$ cat config.mk
export PLATFORM = sky130hd
export DESIGN_NAME = mlp_infer_ctrl
export DESIGN_NICKNAME = d
export VERILOG_FILES = /design/src/rtl/mlp_ctrl_pkg.sv /design/src/rtl/mlp_sat_counter.sv /design/src/rtl/mlp_infer_ctrl.sv
export SDC_FILE = /design/constraint.sdc
export NUM_CORES = 1
export LEC_CHECK = 0
export CELL_PAD_IN_SITES_DETAIL_PLACEMENT = 0
export CELL_PAD_IN_SITES_GLOBAL_PLACEMENT = 1
export CORE_MARGIN = 2
export CORE_UTILIZATION = 40
export CTS_BUF_LIST = sky130_fd_sc_hd__clkbuf_4
export DETAILED_ROUTE_END_ITERATION = 8
export PLACE_DENSITY_LB_ADDON = 0.3
export SETUP_SLACK_MARGIN = 0.3
export SLEW_MARGIN = 25
export SYNTH_ARGS = -nofsm -noshare
export SYNTH_HDL_FRONTEND = slang
export SYNTH_SLANG_ARGS = --single-unit
$ cat constraint.sdc
create_clock -name clk -period 3.6 [get_ports clk]
set_input_delay 0.36 -clock clk [delete_from_list [all_inputs] [get_ports clk]]
set_output_delay 0.36 -clock clk [all_outputs]
set_load 0.05 [all_outputs]
$ cat src/rtl/mlp_ctrl_pkg.sv
// Shared types and defaults for the printed-MLP inference sequencer.
package mlp_ctrl_pkg;

    localparam int IN_W_DEF   = 36;
    localparam int OUT_W_DEF  = 2;
    localparam int CNT_W_DEF  = 8;
    localparam int STAT_W_DEF = 16;

    // Controller phases: wait for a sample, let the MLP settle,
    // take the second class sample, then present the result.
    typedef enum logic [1:0] {
        IDLE   = 2'd0,
        SETTLE = 2'd1,
        CHECK  = 2'd2,
        OUT    = 2'd3
    } state_e;

    typedef logic [OUT_W_DEF-1:0] class_t;

endpackage

$ cat src/rtl/mlp_sat_counter.sv
// Saturating event counter with a synchronous clear that beats the increment.
module mlp_sat_counter #(
    parameter int STAT_W = 16
) (
    input  logic              clk,
    input  logic              rst,
    input  logic              inc_i,
    input  logic              clr_i,
    output logic [STAT_W-1:0] count_o
);

    localparam logic [STAT_W-1:0] ONE = {{(STAT_W-1){1'b0}}, 1'b1};

    logic [STAT_W-1:0] count_q;
    logic [STAT_W-1:0] count_d;

    // Next count: clear first, otherwise step unless already pinned at all-ones.
    always_comb begin
        count_d = count_q;
        if (clr_i) begin
            count_d = '0;
        end else if (inc_i && (count_q != '1)) begin
            count_d = count_q + ONE;
        end
    end

    // Counter register.
    always_ff @(posedge clk or posedge rst) begin
        if (rst) begin
            count_q <= '0;
        end else begin
            count_q <= count_d;
        end
    end

    assign count_o = count_q;

endmodule

$ cat src/rtl/mlp_infer_ctrl.sv
// Sequencer around a combinational printed-MLP classifier: holds a sample on
// the MLP input for a settle window, samples the class twice to expose
// instability, and hands the result out on a valid/ready channel.
module mlp_infer_ctrl
    import mlp_ctrl_pkg::*;
#(
    parameter int IN_W   = IN_W_DEF,
    parameter int OUT_W  = OUT_W_DEF,
    parameter int CNT_W  = CNT_W_DEF,
    parameter int STAT_W = STAT_W_DEF
) (
    input  logic              clk,
    input  logic              rst,
    input  logic              in_valid,
    output logic              in_ready,
    input  logic [IN_W-1:0]   in_data,
    input  logic [CNT_W-1:0]  cfg_settle,
    output logic [IN_W-1:0]   mlp_inp,
    input  logic [OUT_W-1:0]  mlp_out,
    output logic              out_valid,
    input  logic              out_ready,
    output logic [OUT_W-1:0]  out_class,
    output logic              out_mismatch,
    output logic              busy,
    input  logic              stat_clr,
    output logic [STAT_W-1:0] stat_samples,
    output logic [STAT_W-1:0] stat_mismatch
);

    localparam logic [CNT_W-1:0] CNT_ONE = {{(CNT_W-1){1'b0}}, 1'b1};

    state_e             state_q, state_d;
    logic [CNT_W-1:0]   cnt_q, cnt_d;
    logic [OUT_W-1:0]   s0_q, s0_d;
    logic [IN_W-1:0]    mlp_inp_q, mlp_inp_d;
    logic [OUT_W-1:0]   out_class_q, out_class_d;
    logic               out_mismatch_q, out_mismatch_d;

    logic [CNT_W-1:0]   settle_eff;
    logic               samples_inc;
    logic               mismatch_inc;

    // A zero settle request still needs one cycle before the first sample.
    assign settle_eff = (cfg_settle == '0) ? CNT_ONE : cfg_settle;

    // State register.
    always_ff @(posedge clk or posedge rst) begin
        if (rst) begin
            state_q <= IDLE;
        end else begin
            state_q <= state_d;
        end
    end

    // Next-state logic: strictly one sample in flight, no overlap.
    always_comb begin
        state_d = state_q;
        case (state_q)
            IDLE:    if (in_valid)        state_d = SETTLE;
            SETTLE:  if (cnt_q == CNT_ONE) state_d = CHECK;
            CHECK:                        state_d = OUT;
            OUT:     if (out_ready)       state_d = IDLE;
            default:                      state_d = IDLE;
        endcase
    end

    // Handshake and status outputs decoded from the current state.
    always_comb begin
        in_ready     = (state_q == IDLE);
        out_valid    = (state_q == OUT);
        busy         = (state_q != IDLE);
        samples_inc  = (state_q == CHECK);
        mismatch_inc = (state_q == CHECK) && (s0_q != mlp_out);
    end

    // Datapath next values; the MLP drive is only rewritten on acceptance so
    // the netlist never sees spurious input transitions.
    always_comb begin
        cnt_d          = cnt_q;
        s0_d           = s0_q;
        mlp_inp_d      = mlp_inp_q;
        out_class_d    = out_class_q;
        out_mismatch_d = out_mismatch_q;
        case (state_q)
            IDLE: begin
                if (in_valid) begin
                    mlp_inp_d = in_data;
                    cnt_d     = settle_eff;
                end
            end
            SETTLE: begin
                cnt_d = cnt_q - CNT_ONE;
                if (cnt_q == CNT_ONE) begin
                    s0_d = mlp_out;
                end
            end
            CHECK: begin
                out_class_d    = mlp_out;
                out_mismatch_d = (s0_q != mlp_out);
            end
            default: ;
        endcase
    end

    // Datapath registers.
    always_ff @(posedge clk or posedge rst) begin
        if (rst) begin
            cnt_q          <= '0;
            s0_q           <= '0;
            mlp_inp_q      <= '0;
            out_class_q    <= '0;
            out_mismatch_q <= 1'b0;
        end else begin
            cnt_q          <= cnt_d;
            s0_q           <= s0_d;
            mlp_inp_q      <= mlp_inp_d;
            out_class_q    <= out_class_d;
            out_mismatch_q <= out_mismatch_d;
        end
    end

    assign mlp_inp      = mlp_inp_q;
    assign out_class    = out_class_q;
    assign out_mismatch = out_mismatch_q;

    mlp_sat_counter #(.STAT_W(STAT_W)) u_cnt_samples (
        .clk     (clk),
        .rst     (rst),
        .inc_i   (samples_inc),
        .clr_i   (stat_clr),
        .count_o (stat_samples)
    );

    mlp_sat_counter #(.STAT_W(STAT_W)) u_cnt_mismatch (
        .clk     (clk),
        .rst     (rst),
        .inc_i   (mismatch_inc),
        .clr_i   (stat_clr),
        .count_o (stat_mismatch)
    );

endmodule

Word level (Yosys, flattened, before mapping) --
Cells that the tools add are included.
Storage, ports and cells: register bits 83, logic and storage cells 45
Operators by class: add/subtract/negate cells 3, reductions and logical operators 13, muxes and demuxes 11, eq/ne operators 10
Operator list (number):
- $mux 16 | 4
- $add 16x1->16 const B | 2
- $ne 16x16->1 const B | 2
- $mux 8 | 2
- $pmux 8 s2 | 1
- $eq 8x1->1 const B | 1
- $logic_not 8->1 | 1
- $pmux 2 s4 | 1
- $reduce_bool 2->1 | 4
- $sub 8x1->8 const B | 1
- $mux 2 | 3
- $reduce_and 2->1 | 3
- $eq 2x2->1 const B | 2
- $ne 2x2->1 const B | 2
- $logic_and 1x1->1 | 3
- $reduce_and 3->1 | 1
- $eq 2x1->1 const B | 1
- $logic_not 2->1 | 1
- $ne 2x1->1 const B | 1
- $ne 2x2->1 | 1

Logic depth before layout (Yosys ltp) --
depth after elaboration 5, gate-level depth with buffers 8

Hierarchy --
A second synthesis with hierarchy kept.
Unflattened totals: cell total of the unflattened synthesis 376, area, all modules 4139.0 um2
By module, submodules not included:
- mlp_infer_ctrl | cells each 174, instances 1, area each 2274.7 um2
- mlp_sat_counter | cells each 101, instances 2, area each 932.1 um2

Least setup slack after synthesis --
No wires, ideal clock.
kind flip-flop to flip-flop, start point register u_cnt_mismatch.count_q[1], in the netlist u_cnt_mismatch.count_o[1], end point register u_cnt_mismatch.count_q[12], in the netlist u_cnt_mismatch.count_o[12], arrival 2.168 ns, buffers on the path 0, library setup time 0.078 ns, period minus slack after synthesis 2.246 ns, cell stages (with the launch flop) 6, slack 1.354 ns, cell sequence dfrtp_1 ha_1 nand4_1 or3_1 or4_1 a21oi_1
On the way: cells in the longest elaborated chain, start to end 3, elaborated cells on any way between the ends 6, classes of those cells 1 x add/sub; 1 x eq/ne; 2 x mux; 2 x reduce/logical
RTL lines:
- start, declared | RTL line mlp_sat_counter.sv:14 | logic [STAT_W-1:0] count_q;
- start signal, assigned | RTL line mlp_sat_counter.sv:32 | count_q <= count_d;
- $add 16x1->16 / $ne 16x16->1 (equally long branches) | RTL line mlp_sat_counter.sv:23, mlp_sat_counter.sv:22
- $mux 16 / $logic_and 1x1->1 (equally long branches) | RTL line mlp_sat_counter.sv:22 | end else if (inc_i && (count_q != '1)) begin
- $mux 16 / $reduce_bool 2->1 (equally long branches)
Several ways; a longest one is shown, not always the timed one. The select of a mux whose other input is x is not followed. A chain may end at the register's enable or synchronous reset.

Worst setup path after layout --
start point register state_q[0], end point output port busy
On the way: cells in the longest elaborated chain, start to end 1
RTL lines:
- start, declared | RTL line mlp_infer_ctrl.sv:32 | state_e state_q, state_d;
- start signal, assigned | RTL line mlp_infer_ctrl.sv:51 | state_q <= state_d;
- $reduce_bool 2->1 | RTL line mlp_infer_ctrl.sv:71 | busy = (state_q != IDLE);
- end, declared | RTL line mlp_infer_ctrl.sv:24 | output logic busy,
No other way between the ends.

==> results.py <==
metrics = {
    "detailed_routing": {
        "vias": 3416,
        "drt-initial-drc-count": 147,
        "drtPass1Iterations": 4,
        "via_per_inst": 5.36,
        "drc_errors": 0,
        "avgRoutedWirePerCell_um": 16.4,
        "wl_um": 10400,
        "ant_nets": 0,
    },
    "placed_design": {
        "gp_congestion": 0.844,
        "dpl.hpwl_um": 7540,
        "pre_cts_ws_ps": 1310,
        "place_area_sq_mm": 0.00551,
        "io_buffer_count": 124,
    },
    "timing": {
        "fin_ws_ps": 1100,
        "grt_setup_unrepaired": "no",
        "fin_skew_ps": 10.3,
        "slew_headroom": 0.399,
        "finalSetupTns_ps": 0,
        "tightestPinTransition_ps": 894,
        "timing.final.crit_share": 0.695,
        "slew_violations": 0,
        "setup_violations": 0,
        "hold_violations": 0,
        "fmax_mhz": 399,
        "min_period_ps": 2500,
    },
    "finish": {
        "multi_input_area_sq_mm": 0.00192,
        "fin_area_sq_mm": 0.00567,
        "syn_to_final_growth_pct": 38.1,
        "num-fill-cells": 855,
        "antenna_cells": 0,
        "fin_nets": 559,
        "drive_above_1_share": 0.165,
        "seq_area_sq_mm": 0.00208,
    },
    "power": {
        "p_leak_nw": 2.25,
        "power_density_mw_per_mm2": 781,
        "ir_worst_vdd_mv": 0.517,
    },
    "flow_run": {
        "drv_cap": 0,
    },
    "clock_tree": {
        "cts_tree": "yes",
        "cts_root_buf": "clkbuf_4",
        "postCtsSetupRepairBufs": 0,
        "cts_resized": 0,
        "h-tree-depth": 3,
        "cts_hold_buf": 0,
        "clock-sinks": 83,
        "cts-buffers-inserted": 9,
        "clockBufferDepth": 2,
        "clk_pin_slew_worst_paths_ps": 140,
        "clk-insertion-delay-late_ps": 440,
    },
    "grt": {
        "grt_pass1_vias": 3509,
        "grt_start_max_net_pins": 37,
        "grt_pass1_wl_um": 17400,
        "antenna_found_initial": 0,
        "grt.total_usage": 0.197,
        "grt_overflow": 0,
    },
    "worst_setup_path": {
        "arrival_ps": 2140,
        "setup.worst_path.class": "reg -> out",
        "crit_path_start_kind": "flop",
        "endpoint_kind": "output pin",
        "ff2ff_setup_slack_ps": 1310,
        "regToRegStartpoint": "state_q[0]$_DFFE_PP0P_",
        "rr_endpoint": "u_cnt_samples.count_o[14]$_DFFE_PP0P_",
        "worstPathRequired_ps": 3240,
        "reg2reg_depth": 7,
        "cp_max_fo": 4,
    },
    "floorplanning": {
        "core.rowCount": 36,
        "core_area_sq_mm": 0.00986,
        "initial_core_util": 0.417,
        "die_h_um": 105,
        "num_io_pins": 125,
        "die_x_um": 105,
        "die_area_sq_mm": 0.0111,
    },
    "synth": {
        "ys_ff_latch": 83,
        "async_flop_share": 1.00,
        "synth_area_sq_mm": 0.00411,
        "ys_warn_count": 0,
        "synth_cell_types": 49,
        "synthCells": 371,
        "syn_area_per_cell_sq_um": 11.1,
        "synth_edf_count": 0,
        "ys_seq_area_frac": 0.505,
        "synth_fp_nets": 431,
        "ys.flop_type": "dfrtp_1",
    },
    "outcome": {
        "status": "completed",
    },
    "hold_path": {
        "hold_class": "in -> async",
    },
}
-- metrics by stage --
step	hold slack, ps	total power, mW	utilization	instances
final	291	4.43	0.575	637
after global routing	299	4.66	0.575	637
after CTS	275	4.47	0.575	637
after detailed placement	494	3.84	0.559	621
after global placement	487	3.77	0.559	621
after floorplan	473	3.05	-	371
-- sequential cells by signal, summed over array words and instances (netlist names) --
register and count:
cnt_q 8, mlp_inp 36, out_class 2, out_mismatch 1, s0_q 2, state_q 2
u_cnt_mismatch.count_o 16, u_cnt_samples.count_o 16
-- critical path, stage by stage (launching register included) --
cell and delay [ps]:
dfrtp_1 410, inv_1 100, ha_1 270, inv_1 110, clkdlybuf4s50_1 820
-- synth_stat cells (5+ instances only) --
library cell   n  area [sq um]
dfrtp_1       83          2080
mux2_2        47           529
nor2_1        28           105
a21oi_1       23           115
inv_1         19          71.3
nand2_1       14          52.6
nor3_1        13          65.1
clkbuf_1      12          45.0
or4_1         11          82.6
o31ai_1       10          75.1
ha_1           9           113
nand3_1        9          45.0
o21ai_0        8          40.0
nand4_1        7          43.8
nor4_1         7          43.8
nor2b_1        6          37.5
or3_1          6          37.5
mux2i_1        5          50.1
-- final cells by class --
type | instances | share of cell area
clock buffers | 9 | 0.0119
clock inverters | 7 | 0.0161
inverters | 20 | 0.0135
multi-input cells | 256 | 0.338
flip-flops and latches | 83 | 0.366
well taps | 133 | 0.0293
repair buffers | 129 | 0.225
-- cell usage in the layout, fill, tap and decap left out, drive strengths merged, types with 3 or more instances in the layout --
cell type,count
nor4,9
mux2,48
a31oi,4
ha,9
dfrtp,83
clkdlybuf4s50,124
mux2i,5
o41ai,3
nand4,8
o31ai,10
or3,6
and4,3
or4,12
o22a,4
buf,5
o21ai,9
nand2,14
nor2,28
nand3,9
a211oi,4
inv,19
a41oi,3
nor2b,6
clkbuf,9
and3,3
nor3,13
a21oi,23
o311ai,3
nand2b,3
clkinv,6
-- worst max-delay path by stage --
stage                      startpoint                                     to  slack, ps  cells after the start
5_1_grt        state_q[0]$_DFFE_PP0P_                                   busy        950                      4
2_1_floorplan                     rst                   cnt_q[0]$_DFFE_PP0P_       1100                      1
3_5_place_dp   state_q[1]$_DFFE_PP0P_                   cnt_q[6]$_DFFE_PP0P_       1310                      5
4_1_cts        state_q[0]$_DFFE_PP0P_                                   busy       1050                      4
3_3_place_gp               mlp_out[1]  u_cnt_mismatch.count_o[3]$_DFFE_PP0P_       1340                      5
6_report       state_q[0]$_DFFE_PP0P_                                   busy       1100                      4
-- power breakdown --
| part | internal, mW | switching (mW) | total [mW] |
|---|---|---|---|
| clock | 0.281 | 0.339 | 0.620 |
| sequential | 1.23 | 0.206 | 1.44 |
| combinational | 0.899 | 1.47 | 2.37 |
| total | 2.41 | 2.02 | 4.43 |
-- routing by layer --
layer,vias to the layer above,share of wire,track usage
met3,14,0.044,0.0421
met5,-,0,0
met1,1692,0.43,0.252
met4,0,0.016,0.0771
met2,75,0.51,0.325
li1,1635,-,-
-- cell families (layout without fill, tap and decap cells) --
| kind of cell | Yosys count | in the layout | synth area share |
|---|---|---|---|
| compound gates | 72 | 72 | 0.122 |
| xor+xnor | 2 | 2 | 0.00426 |
| simple gates | 120 | 120 | 0.167 |
| fa+ha+maj | 9 | 9 | 0.0274 |
| mux | 53 | 53 | 0.145 |
| flops | 83 | 83 | 0.505 |
| buf+inv | 32 | 165 | 0.0292 |
(Power assumes the default switching activity.)
